## config.mk

```make
export PLATFORM = sky130hd
export DESIGN_NAME = conv_1x1_stream_tx
export DESIGN_NICKNAME = d
export VERILOG_FILES = /design/src/rtl/conv_1x1_stream_tx.sv
export SDC_FILE = /design/constraint.sdc
export NUM_CORES = 1
export LEC_CHECK = 0
export BUFFER_PORTS_ARGS = -buffer_cell sky130_fd_sc_hd__buf_2
export CORE_UTILIZATION = 45
export DETAILED_ROUTE_END_ITERATION = 16
export PLACE_DENSITY = 0.71
export SLEW_MARGIN = 20
export SYNTH_ARGS = -nofsm -noshare
export SYNTH_HDL_FRONTEND = slang
export SYNTH_SLANG_ARGS = --single-unit
```

## constraint.sdc

```tcl
create_clock -name clk_i -period 5.4 [get_ports clk_i]
set_input_delay 0.27 -clock clk_i [delete_from_list [all_inputs] [get_ports clk_i]]
set_output_delay 0.27 -clock clk_i [all_outputs]
set_load 0.02 [all_outputs]
```

## src/rtl/conv_1x1_stream_tx.sv

```systemverilog
// Streams one layer's weights, then one channel-planar feature map, from a 1-cycle read port to conv_1x1 inputs.
// Optional CONV_TX_SKIP_WEIGHT_EN adds skip_weights_i (sampled with start_i) to jump straight to pixels.
module conv_1x1_stream_tx #(
    parameter int DATA_WIDTH      = 32,
    parameter int IMAGE_WIDTH     = 64,
    parameter int IMAGE_HEIGHT    = 64,
    parameter int CHANNEL_NUM_IN  = 64,
    parameter int CHANNEL_NUM_OUT = 128,
    parameter int ADDR_WIDTH      = 24,
    parameter int WEIGHT_BASE     = 0,
    parameter int PIXEL_BASE      = 'h10000
) (
    input  logic                  clk_i,
    input  logic                  reset_i,
    input  logic                  start_i,
`ifdef CONV_TX_SKIP_WEIGHT_EN
    input  logic                  skip_weights_i,
`endif
    input  logic                  pause_i,
    output logic                  mem_rd_en_o,
    output logic [ADDR_WIDTH-1:0] mem_addr_o,
    input  logic [DATA_WIDTH-1:0] mem_rd_data_i,
    output logic [DATA_WIDTH-1:0] weight_out_o,
    output logic                  valid_weight_out_o,
    output logic [DATA_WIDTH-1:0] pxl_out_o,
    output logic                  valid_out_o,
    output logic                  busy_o,
    output logic                  done_o
);

    localparam int NUM_WEIGHTS = CHANNEL_NUM_IN * CHANNEL_NUM_OUT;
    localparam int IMAGE_SIZE  = IMAGE_WIDTH * IMAGE_HEIGHT;
    localparam int WCNT_W      = $clog2(NUM_WEIGHTS + 1);
    localparam int PCNT_W      = $clog2(IMAGE_SIZE + 1);
    localparam int CCNT_W      = $clog2(CHANNEL_NUM_IN + 1);

    typedef enum logic [2:0] {
        S_IDLE, S_WEIGHT, S_PIXEL, S_DRAIN0, S_DRAIN1, S_DONE
    } state_t;

    state_t              state_q, state_d;
    logic [WCNT_W-1:0]   w_cnt_q, w_cnt_d;
    logic [PCNT_W-1:0]   p_cnt_q, p_cnt_d;
    logic [CCNT_W-1:0]   c_cnt_q, c_cnt_d;
    logic                tag1_vld_q, tag1_pix_q;
    logic                valid_weight_q, valid_pxl_q;
    logic [DATA_WIDTH-1:0] weight_q, pxl_q;
    logic                skip_w;
    logic                last_weight, last_chan, last_pixel;

`ifdef CONV_TX_SKIP_WEIGHT_EN
    assign skip_w = skip_weights_i;
`else
    assign skip_w = 1'b0;
`endif

    assign last_weight = (w_cnt_q == WCNT_W'(NUM_WEIGHTS - 1));
    assign last_chan   = (c_cnt_q == CCNT_W'(CHANNEL_NUM_IN - 1));
    assign last_pixel  = (p_cnt_q == PCNT_W'(IMAGE_SIZE - 1));

    always_ff @(posedge clk_i) begin
        if (reset_i) begin
            state_q <= S_IDLE;
        end else begin
            state_q <= state_d;
        end
    end

    always_comb begin
        state_d = state_q;
        case (state_q)
            S_IDLE:   if (start_i) state_d = skip_w ? S_PIXEL : S_WEIGHT;
            S_WEIGHT: if (mem_rd_en_o && last_weight) state_d = S_PIXEL;
            S_PIXEL:  if (mem_rd_en_o && last_chan && last_pixel) state_d = S_DRAIN0;
            S_DRAIN0: state_d = S_DRAIN1;
            S_DRAIN1: state_d = S_DONE;
            S_DONE:   state_d = S_IDLE;
            default:  state_d = S_IDLE;
        endcase
    end

    // The address is held while paused; only the read strobe is gated.
    always_comb begin
        mem_rd_en_o = 1'b0;
        mem_addr_o  = '0;
        busy_o      = (state_q != S_IDLE);
        done_o      = (state_q == S_DONE);
        case (state_q)
            S_WEIGHT: begin
                mem_rd_en_o = ~pause_i;
                mem_addr_o  = ADDR_WIDTH'(WEIGHT_BASE) + ADDR_WIDTH'(w_cnt_q);
            end
            S_PIXEL: begin
                mem_rd_en_o = ~pause_i;
                mem_addr_o  = ADDR_WIDTH'(PIXEL_BASE)
                            + ADDR_WIDTH'(c_cnt_q) * ADDR_WIDTH'(IMAGE_SIZE)
                            + ADDR_WIDTH'(p_cnt_q);
            end
            default: ;
        endcase
    end

    always_comb begin
        w_cnt_d = w_cnt_q;
        p_cnt_d = p_cnt_q;
        c_cnt_d = c_cnt_q;
        if (state_q == S_IDLE) begin
            w_cnt_d = '0;
            p_cnt_d = '0;
            c_cnt_d = '0;
        end else if (mem_rd_en_o) begin
            if (state_q == S_WEIGHT) begin
                w_cnt_d = w_cnt_q + WCNT_W'(1);
            end else if (last_chan) begin
                c_cnt_d = '0;
                p_cnt_d = p_cnt_q + PCNT_W'(1);
            end else begin
                c_cnt_d = c_cnt_q + CCNT_W'(1);
            end
        end
    end

    always_ff @(posedge clk_i) begin
        if (reset_i) begin
            w_cnt_q <= '0;
            p_cnt_q <= '0;
            c_cnt_q <= '0;
        end else begin
            w_cnt_q <= w_cnt_d;
            p_cnt_q <= p_cnt_d;
            c_cnt_q <= c_cnt_d;
        end
    end

    // Stage 1 tags the outstanding read; stage 2 steers the returned word to its output.
    always_ff @(posedge clk_i) begin
        if (reset_i) begin
            tag1_vld_q     <= 1'b0;
            tag1_pix_q     <= 1'b0;
            valid_weight_q <= 1'b0;
            valid_pxl_q    <= 1'b0;
            weight_q       <= '0;
            pxl_q          <= '0;
        end else begin
            tag1_vld_q     <= mem_rd_en_o;
            tag1_pix_q     <= (state_q == S_PIXEL);
            valid_weight_q <= tag1_vld_q & ~tag1_pix_q;
            valid_pxl_q    <= tag1_vld_q & tag1_pix_q;
            if (tag1_vld_q && !tag1_pix_q) weight_q <= mem_rd_data_i;
            if (tag1_vld_q && tag1_pix_q)  pxl_q    <= mem_rd_data_i;
        end
    end

    assign weight_out_o       = weight_q;
    assign valid_weight_out_o = valid_weight_q;
    assign pxl_out_o          = pxl_q;
    assign valid_out_o        = valid_pxl_q;

endmodule

```

# Word-level counts from Yosys, hierarchy flattened

Cells that the tools add are included.

Register bits: 105
Input port bits: 36
Output and inout bits: 93
Logic and storage cells: 52

$add $sub $neg: 5
Eq/ne operators: 11
Multiplexer cells: 7
Bitwise gates (word level): 5
Reductions and logical operators: 14

Operator list:

| kind                                             | number |
|---|---|
| case mux 21 bit (2 select lines)                 | 1 |
| adder 20 x 13 -> 21 bit                          | 1 |
| adder 17 x 19 -> 20 bit (first input constant)   | 1 |
| case mux 3 bit (5 select lines)                  | 1 |
| adder 14 x 1 -> 14 bit (second input constant)   | 1 |
| == test 14 x 13 -> 1 bit (second input constant) | 1 |
| adder 13 x 1 -> 13 bit (second input constant)   | 1 |
| == test 13 x 12 -> 1 bit (second input constant) | 1 |
| 2-to-1 mux 3 bit                                 | 3 |
| adder 7 x 1 -> 7 bit (second input constant)     | 1 |
| == test 7 x 6 -> 1 bit (second input constant)   | 1 |
| 2-to-1 mux 7 bit                                 | 1 |
| == test 3 x 2 -> 1 bit (second input constant)   | 2 |
| == test 3 bit (second input constant)            | 2 |
| != test 2 bit (second input constant)            | 3 |
| AND reduction 3 bit                              | 2 |
| logical AND 1 bit                                | 5 |
| AND reduction 2 bit                              | 2 |
| OR reduction 2 bit                               | 2 |
| == test 3 x 1 -> 1 bit (second input constant)   | 1 |
| zero test 3 bit                                  | 1 |
| inverter 1 bit                                   | 3 |
| nonzero test 3 bit                               | 1 |
| bitwise AND 1 bit                                | 2 |
| 2 further kinds                                  | 2 |

# Depth between registers and ports, before layout

Gate-level depths: netlist of run 1.

Word-level depth: 7
Gate-level depth with buffers: 6
Gate-level depth less buffers: 6

# Worst setup path before layout of run 1

Ideal clock, no wire load.

Path kind: register to register
Start: reg state_q[1]
End: reg state_q[0]
Setup time: 0.095 ns
Data arrival time: 2.018 ns
Data required time: 5.305 ns
Path slack: 3.286 ns
Cell stages (with the launch flop): 7
Buffers on the path: 2
Period minus slack after synthesis: 2.114 ns
Cells stage by stage: dfxtp_1 > buf_4 > or3b_4 > or4_1 > buf_2 > or3_4 > o311ai_1

Word-level cells in the longest chain between the ends: 7
Elaborated cells on any way between the ends: 15
Those cells by class: eq/ne (7); mux (2); reduce/logical (6)

RTL lines:

| element                                                          | RTL line | source |
|---|---|---|
| start, declared                                                  | 41       | `state_t state_q, state_d;` |
| start signal, assigned                                           | 65       | `state_q <= state_d;` |
| == test 3 x 1 -> 1 bit or == test 3 x 2 -> 1 bit (tied branches) | 71, 88   |  |
| OR reduction 2 bit (no source line)                              | -        |  |
| 2-to-1 mux 1 bit                                                 | -        |  |
| logical AND 1 bit (2 in a row)                                   | 74       | `S_PIXEL: if (mem_rd_en_o && last_chan && last_pixel) state_d = S_DRAIN0;` |
| != test 2 bit (no source line)                                   | -        |  |
| AND reduction 3 bit (no source line)                             | -        |  |

Parallel ways exist; a longest one is shown, timed or not.
A chain may end at the register's enable or synchronous reset.

# Worst setup path in the final report of run 1

Start: reg state_q[0]
End: out mem_addr_o[3]

Word-level cells in the longest chain between the ends: 2
Elaborated cells on any way between the ends: 3
Those cells by class: eq/ne (2); mux (1)

RTL lines:

| element                                                          | RTL line | source |
|---|---|---|
| == test 3 x 2 -> 1 bit or == test 3 x 1 -> 1 bit (tied branches) | 88       | `case (state_q)` |
| case mux 21 bit (2 select lines) (*)                             | 88       |  |
| end, declared                                                    | 21       | `output logic [ADDR_WIDTH-1:0] mem_addr_o,` |

Mark *: on every way between the ends. The rest lies on a longest branch, timed or not.

==> results.yml, run 1 <==
timing:
  slew_violations: 0
  setup_viol: 0
  max_slew_margin_pct: 36.58
  finalCritPeriodShare_pct: 45.58
  rsz0062_at_grt: "no"
  fin_worst_skew_ps: 11.55
  tns_ps: 0
  max_freq_mhz: 406.3
  tightest_slew_ps: 938.1
  finalHoldViolCount: 0
  post-route-min-period_ps: 2462
clocking:
  clk_latency_ps: 370
  ctsHoldBuffers: 0
  clk_pin_slew_worst_paths_ps: 110
  numCtsBuffers: 9
  cts_resized: 0
  clockBufferDepth: 2
  cts_tree: "yes"
  cts_root_buf: "clkbuf_8"
  cts.sinks: 105
  htree_levels: 3
  cts_setup_buffers: 0
final_layout:
  fin_nets: 683
  drive_above_1_share_pct: 23.65
  finalInstanceArea_um2: 5218
  area_growth_pct: 19.66
  n_antenna_cell: 0
  fillCellCount: 925
grt:
  grt_usage_pct: 22.46
  grt_pass1_vias: 3773
  grt_start_max_net_pins: 76
  grt.overflow.total: 0
  grt_pass1_wl_um: 18110
  antenna_found_initial: 0
synthesis:
  ys_warn_count: 0
  synth_area_um2: 4360
  yosysMostFrequentCell: "nand2_1"
  ys_ff_latch: 105
  synth_top_cell_by_area: "dfxtp_1"
  synth_edf_count: 0
  syn-instance-count: 542
  async_flop_share_pct: 0
  synthTopCellsByCount: "nand2_1 (150), dfxtp_1 (105), a21oi_1 (74)"
  ys.flop_type: "dfxtp_1"
  netlist.area_leader.share_pct: 48.21
  yosys-top-cells-area: "dfxtp_1 (48%), nand2_1 (13%), a21oi_1 (8.5%), clkbuf_1 (3.2%), nor2_1 (2.6%)"
  syn_area_per_cell_um2: 8.045
  ys_types: 45
  yosysSeqAreaShare_pct: 48.21
worst_setup_path:
  startpoint: "state_q[0]"
  crit_slowest_cell: "nor2_1"
  reg2regPathDepth: 4
  r2r_start: "state_q[1]"
  crit_type: "flip-flop to primary output"
  required_ps: 5130
  cp.arrival_ps: 2190
  reg2reg_to: "state_q[0]"
  crit_fanout: 14
  critPathLaunchType: "flip-flop"
  r2r_setup_slack_ps: 2970
  critPathCaptureType: "primary output"
  cp.buffers_inverters: 1
  crit_chain: "nand2b_1 > nor2_1 > nand2_1 > o21ai_0 > buf_2"
  critPathTopFamily: "simple AND/OR/NAND/NOR gates"
  critPathMaxStageDelay_ps: 680
detailed_routing:
  routed_wl_um: 10880
  drc_errors: 0
  via_per_inst: 5.251
  drt_iter0_markers: 180
  final_antenna_net_count: 0
  dr.pass1.iters: 4
  wl_per_cell_um: 14.02
  route.vias.total: 4075
die:
  boundaryPins: 129
  die-area_um2: 10090
  dieHeight_um: 100.4
  core_um2: 9328
  core.rowCount: 35
  die_x_um: 100.4
  initial_core_util_pct: 46.75
worst_hold_path:
  hold_class: "input pin to flip-flop"
  min_from: "mem_rd_data_i[26]"
  hold_path_end: "pxl_out_o[26]"
  min_path_cells: 3
placed_design:
  place.port_buffers: 124
  place.gp.congestion: 0.9052
  dp_hpwl_um: 7782
  place_area_um2: 5012
power:
  peakVddDrop_mv: 0.1703
  p_total_uw: 1373
  p_leak_uw: 0.002133
  power_density_nw_per_um2: 263.2
job:
  maxCapViolations: 0
status:
  status: "finished clean"
## through the flow
step | hold slack, ps | worst slack [ps] | util, % | instances
2_1_floorplan | 406.0 | 3286 | - | 545
3_3_place_gp | 438.6 | 3086 | 53.74 | 760
3_5_place_dp | 444.4 | 3007 | 53.74 | 760
4_1_cts | 117.4 | 2966 | 55.91 | 776
5_1_grt | 106.5 | 2770 | 55.94 | 776
6_report | 128.5 | 2938 | 55.94 | 776
## placed cells by master (no fill, tap or decap), types with 5 or more instances in the layout
cell | netlist | routed
a22o_1 | 12 | 12
buf_4 | 5 | 5
a21oi_1 | 74 | 74
o21ai_0 | 9 | 9
dfxtp_1 | 105 | 105
nand3_1 | 11 | 11
inv_1 | 5 | 5
ha_1 | 5 | 5
nand2_1 | 150 | 149
nor2_1 | 30 | 30
o211ai_1 | 6 | 6
or3_1 | 9 | 9
xnor2_1 | 7 | 7
nand2b_1 | 5 | 5
or4_1 | 7 | 7
clkbuf_8 | 0 | 9
xor2_1 | 12 | 12
buf_2 | 1 | 124
nand4_1 | 12 | 12
## sequential cells by signal, summed over array words and instances, names as in the netlist
signal and cells:
valid_weight_out_o 1, weight_out_o 32, tag1_pix_q 1, state_q 3
c_cnt_q 7, w_cnt_q 14, p_cnt_q 13, valid_out_o 1
tag1_vld_q 1, pxl_out_o 32
## worst max path at each step
stage                         end  slack (ps)  cells past startpoint
floorplan              state_q[0]        3290                      6
global placement       state_q[0]        3090                      4
detailed placement     state_q[0]        3010                      4
CTS                 mem_addr_o[3]        2970                      5
global route        mem_addr_o[3]        2770                      5
finish              mem_addr_o[3]        2940                      5
## area by class of cell
cell class	instances	area (um2)	share of cell area, %
multi-input cells	392	2074	39.76
inverters	5	18.77	0.3597
flip-flops and latches	105	2102	40.29
clock buffers	9	123.9	2.374
clock inverters	7	78.83	1.511
repair buffers	129	658.1	12.61
well taps	129	161.4	3.094
## power by group
part | switching [uW] | internal, uW | leakage [uW] | total [uW]
clock | 304 | 189 | 0.000105 | 493
sequential | 6.37 | 783 | 0.000847 | 790
combinational | 62.4 | 28.1 | 0.00118 | 90.5
## cell families (layout without fill, tap and decap cells)
kind of cell	Yosys count	after routing	share of synthesized area (%)
compound gates	111	111	14.89
xor+xnor	19	19	3.816
fa+ha+maj	5	5	1.435
buf+inv	48	150	4.591
flops	105	105	48.21
mux	3	3	0.6887
other cells	1	4	0.08600
simple gates	250	250	26.28
## tightest hold or removal path: stages
cell	delay (ps)
buf_2	100
nand2_1	50
a21oi_1	50
## per-layer routing
layer	vias up	track usage, %	wire, um
met4	0	6.020	159
li1	2035	-	-
met1	1901	28.16	4767
met3	15	5.710	676
met5	-	0	0
met2	124	38.36	5274
Power figures use the tool's default switching activity.
==> run 2: changes to the inputs <==
clock period = 2.4 ns   (was 5.4 ns; I/O delays follow)
==> run 2 against run 1 <==
  * Total power increased by 130%
  * Sequential cell count stayed put
  * Non-clock buffer count is 44 higher
  * Clock power up 130%
  * Final cell count rose by 5.7%
  * Highest routed layer unchanged
==> results.yml, run 2 (same netlist as run 1, synthesis figures left out) <==
status:
  status: "finished clean"
worst_setup_path:
  crit_type: "flip-flop to flip-flop"
  crit_fanout: 9
  cp.arrival_ps: 2450
  required_ps: 2720
  critPathLaunchType: "flip-flop"
  reg2reg_to: "p_cnt_q[9]"
  crit_path_end: "p_cnt_q[9]"
  critPathCaptureType: "flip-flop"
  startpoint: "c_cnt_q[0]"
  r2r_start: "c_cnt_q[0]"
  r2r_setup_slack_ps: 270
  reg2regPathDepth: 5
placed_design:
  place.port_buffers: 124
  place.gp.congestion: 0.8403
  placed_cells: 772
  dp_hpwl_um: 7837
clocking:
  clk_latency_ps: 370
  cts_setup_buffers: 0
  htree_levels: 3
  clk_pin_slew_worst_paths_ps: 110
  cts_tree: "yes"
  cts.sinks: 105
  numCtsBuffers: 9
  cts_resized: 0
  cts_root_buf: "clkbuf_8"
  clockBufferDepth: 2
  ctsHoldBuffers: 32
final_layout:
  area_growth_pct: 29.10
  mostFrequentLayoutCells: "nand2_1 (150), buf_2 (124), dfxtp_1 (105), a21oi_1 (74), dlygate4sd3_1 (32)"
  fin_nets: 727
  fin_cells: 820
  final_common_cell: "nand2_1"
  n_antenna_cell: 0
  drive_above_1_share_pct: 23.73
job:
  maxCapViolations: 0
grt:
  grt_start_max_net_pins: 74
  grt.overflow.total: 0
  grt_pass1_wl_um: 18370
  grt_pass1_vias: 3890
  antenna_found_initial: 0
  grt_usage_pct: 22.79
die:
  dieHeight_um: 100.4
  core_um2: 9328
  initial_core_util_pct: 46.75
  die-area_um2: 10090
  die_x_um: 100.4
  core.rowCount: 35
  boundaryPins: 129
power:
  p_leak_uw: 0.002322
  p_comb_share_pct: 8.3
  p_total_uw: 3141
  power.internal_uw: 2289
  netSwitchingFraction_pct: 27.11
  peakVddDrop_mv: 0.3493
  clkPwrFrac_pct: 35.2
  power_density_nw_per_um2: 557.9
  sequentialPowerShare_pct: 56.4
  p_sw_uw: 851.3
timing:
  finalHoldViolCount: 0
  setup_viol: 0
  post-route-min-period_ps: 2126
  slew_violations: 0
  max_slew_margin_pct: 47.62
  tightest_slew_ps: 782.7
  tns_ps: 0
  finalCritPeriodShare_pct: 88.57
  fin_worst_skew_ps: 21.68
  max_freq_mhz: 470.4
  rsz0062_at_grt: "no"
detailed_routing:
  via_per_inst: 5.157
  drt_iter0_markers: 180
  route.vias.total: 4229
  routed_wl_um: 11410
  final_antenna_net_count: 0
  dr.pass1.iters: 5
  wl_per_cell_um: 13.92
  drc_errors: 0
worst_hold_path:
  hold_class: "input pin to flip-flop"
[run 2: cell types whose count changed in the layout (fill, tap and decap cells not counted), sizes merged]
cell         change
dlygate4sd3     +32
buf             +12
inv              -2
clkinv           +1
clkinvlp         +1
[run 2: power groups by stage]
| stage | Sequential, uW | Clock [uW] | Combinational (uW) |
|---|---|---|---|
| 2_1_floorplan | 1830 | 0 | 110 |
| 3_3_place_gp | 1810 | 0 | 217 |
| 3_5_place_dp | 1810 | 0 | 220 |
| 4_1_cts | 1770 | 1140 | 261 |
| 5_1_grt | 1780 | 1200 | 284 |
| 6_report | 1770 | 1110 | 261 |
[run 2: final cells by class]
class | instances | area [um2]
fillers | 842 | 3699
flip-flops and latches | 105 | 2102
multi-input cells | 392 | 2072
repair buffers | 173 | 1069
well taps | 129 | 161.4
clock buffers | 9 | 123.9
clock inverters | 7 | 82.58
inverters | 5 | 18.77
[run 2: routing by layer]
layer	up-vias	global-route usage [%]	wire [um]
met5	-	0	0
met4	0	9.142	293
met3	23	3.412	518
met2	125	39.73	5592
met1	1963	28.18	5009
li1	2118	-	-
[run 2: how the worst min path moves through the flow]
| stage | start | endpoint | slack [ps] | cells past startpoint |
|---|---|---|---|---|
| 3_3_place_gp | mem_rd_data_i[29] | pxl_out_o[29] | 370 | 3 |
| 5_1_grt | start_i | state_q[0] | 30 | 3 |
| 3_5_place_dp | mem_rd_data_i[19] | weight_out_o[19] | 380 | 3 |
| 6_report | start_i | state_q[0] | 50 | 3 |
| 4_1_cts | start_i | state_q[0] | 30 | 3 |
| 2_1_floorplan | mem_rd_data_i[10] | weight_out_o[10] | 260 | 2 |
[run 2: worst max-delay path: stages (launching register included)]
cell and delay, ps:
dfxtp_1 440, ha_1 210, nand2b_1 110, or4_1 710
or4_1 530, nand2_1 80
[run 2: stage by stage]
step | util, % | hold WS, ps | setup WS (ps) | instance area, um2
global route | 60.35 | 30.51 | 194.8 | 5629
finish | 60.35 | 52.35 | 274.3 | 5629
global placement | 54.70 | 371.3 | 331.6 | 5102
detailed placement | 54.70 | 378.1 | 310.3 | 5102
floorplan | - | 256.0 | 286.4 | 4372
CTS | 60.35 | 32.07 | 289.8 | 5629
==> run 3: changes to the inputs <==
BUFFER_PORTS_ARGS = -buffer_cell sky130_fd_sc_hd__clkbuf_2   (was -buffer_cell sky130_fd_sc_hd__buf_2)
==> run 3 against run 2 <==
  * Clock power is 7% higher
  * Maximum frequency is 3.0% lower
  * Sequential cell count stayed put
  * Total power is 2.5% higher
  * Global-route usage hardly changed
  * Critical path depth is 1 lower
  * Largest power group unchanged
  * Count of clock-buffer cells in the layout is 1 higher
==> results.yml, run 3 (same netlist as run 1, synthesis figures left out) <==
detailed_routing:
  drt_iter0_markers: 176
  final_antenna_net_count: 0
  route.vias.total: 4210
  met1_length_um: 5106
  dr.pass1.iters: 4
  drc_errors: 0
  via_per_inst: 5.134
  wl_per_cell_um: 13.78
  routed-wl-met2_um: 5488
  dr_wl_met3_um: 542
  routed_wl_um: 11300
  highest-signal-layer: "met4"
power:
  power_density_nw_per_um2: 570.6
  p_comb_share_pct: 7.9
  p_sw_uw: 815.1
  netSwitchingFraction_pct: 25.33
  power.internal_uw: 2403
  sequentialPowerShare_pct: 55.2
  peakVddDrop_mv: 0.3066
  p_leak_uw: 0.002259
  clkPwrFrac_pct: 36.9
final_layout:
  fin_nets: 727
  drive_above_1_share_pct: 23.73
  final_common_cell: "nand2_1"
  area_growth_pct: 29.33
  mostFrequentLayoutCells: "nand2_1 (150), clkbuf_2 (124), dfxtp_1 (105), a21oi_1 (74), dlygate4sd3_1 (32)"
  finalInstanceArea_um2: 5639
  n_antenna_cell: 0
clocking:
  cts_root_buf: "clkbuf_8"
  cts_resized: 0
  numCtsBuffers: 9
  htree_levels: 3
  clk_latency_ps: 370
  cts_tree: "yes"
  clk_pin_slew_worst_paths_ps: 110
  clockBufferDepth: 2
  cts.sinks: 105
die:
  core.rowCount: 35
  die-area_um2: 10090
  initial_core_util_pct: 46.75
  boundaryPins: 129
  dieHeight_um: 100.4
  core_um2: 9328
  die_x_um: 100.4
worst_setup_path:
  reg2regPathDepth: 4
  crit_type: "flip-flop to flip-flop"
  cp.buffers_inverters: 0
  crit_chain: "or3b_4 > or4_1 > or4_1 > nand2_1"
  critPathLaunchType: "flip-flop"
  required_ps: 2720
  cp.arrival_ps: 2510
  critPathTopFamily: "simple AND/OR/NAND/NOR gates"
  crit_slowest_cell: "or4_1"
  crit_fanout: 11
  critPathCaptureType: "flip-flop"
  crit_cells: 4
  critPathMaxStageDelay_ps: 710
  cp_common_cell: "or4_1"
placed_design:
  place.port_buffers: 124
  place.gp.congestion: 0.8563
  pre_cts_ws_ps: 234.4
  place_area_um2: 5102
  dp_hpwl_um: 7754
worst_hold_path:
  min_path_cells: 3
  hold_class: "input pin to flip-flop"
timing:
  max_slew_margin_pct: 49.95
  setup_viol: 0
  post-route-min-period_ps: 2192
  finalCritPeriodShare_pct: 91.35
  finalWorstSetupSlack_ps: 207.6
  fin_worst_skew_ps: 11.48
  rsz0062_at_grt: "no"
  holdWs_ps: 39.04
  tns_ps: 0
  max_freq_mhz: 456.1
  slew_violations: 0
  finalHoldViolCount: 0
  tightest_slew_ps: 750.7
grt:
  grt_pass1_wl_um: 18400
  antenna_found_initial: 0
  grt_usage_pct: 22.74
  grt.overflow.total: 0
  grt_pass1_vias: 3890
  grt_start_max_net_pins: 74
job:
  maxCapViolations: 0
status:
  status: "finished clean"
## run 3: changes by cell type in the layout (fill, tap and decap cells not counted), sizes merged
cell      change
clkinv        -2
inv           +1
bufinv        +1
clkbuf      +125
buf         -124
clkinvlp      -1
## run 3: repair_timing
action,4_1_cts,5_1_grt
endpoints found under the hold margin,64,0
hold buffers,32,0
buffers inserted,0,0
## run 3: layout make-up
class / instances / area (um2)
Clock inverter: 6 / 78.83
Multi-Input combinational cell: 392 / 2072
Timing Repair Buffer: 173 / 1069
Clock buffer: 10 / 137.6
Sequential cell: 105 / 2102
Fill cell: 841 / 3689
Tap cell: 129 / 161.4
Inverter: 5 / 18.77
## run 3: layer usage
metal | vias to the layer above | GRT usage (%)
met2 | 115 | 38.30
met1 | 1958 | 29.05
li1 | 2124 | -
met5 | - | 0
met4 | 0 | 8.473
met3 | 13 | 4.109
## run 3: final timing paths
kind,slack [ps],from,to
worst max-delay path,210,state_q[0],p_cnt_q[9]
worst min-delay path,40,start_i,state_q[0]
worst max register to register,210,state_q[0],p_cnt_q[9]
worst min register to register,460,weight_out_o[20],weight_out_o[20]
## run 3: worst register-to-register path, stage by stage, from the launching register on
cell,delay [ps]
dfxtp_1,410
or3b_4,420
or4_1,710
or4_1,530
nand2_1,80
## run 3: metrics by stage
step                instances  total power [uW]  util [%]
floorplan                 545              1944         -
global placement          772              2025     54.70
detailed placement        772              2028     54.70
CTS                       820              3247     60.46
global route              820              3332     60.46
finish                    820              3218     60.46
## run 3: power by group through the flow
| stage | Sequential [uW] | Clock, uW | Combinational (uW) |
|---|---|---|---|
| after floorplan | 1830 | 0 | 110 |
| after global placement | 1820 | 0 | 209 |
| after detailed placement | 1820 | 0 | 211 |
| after CTS | 1780 | 1220 | 253 |
| after global routing | 1780 | 1280 | 276 |
| final | 1780 | 1190 | 254 |
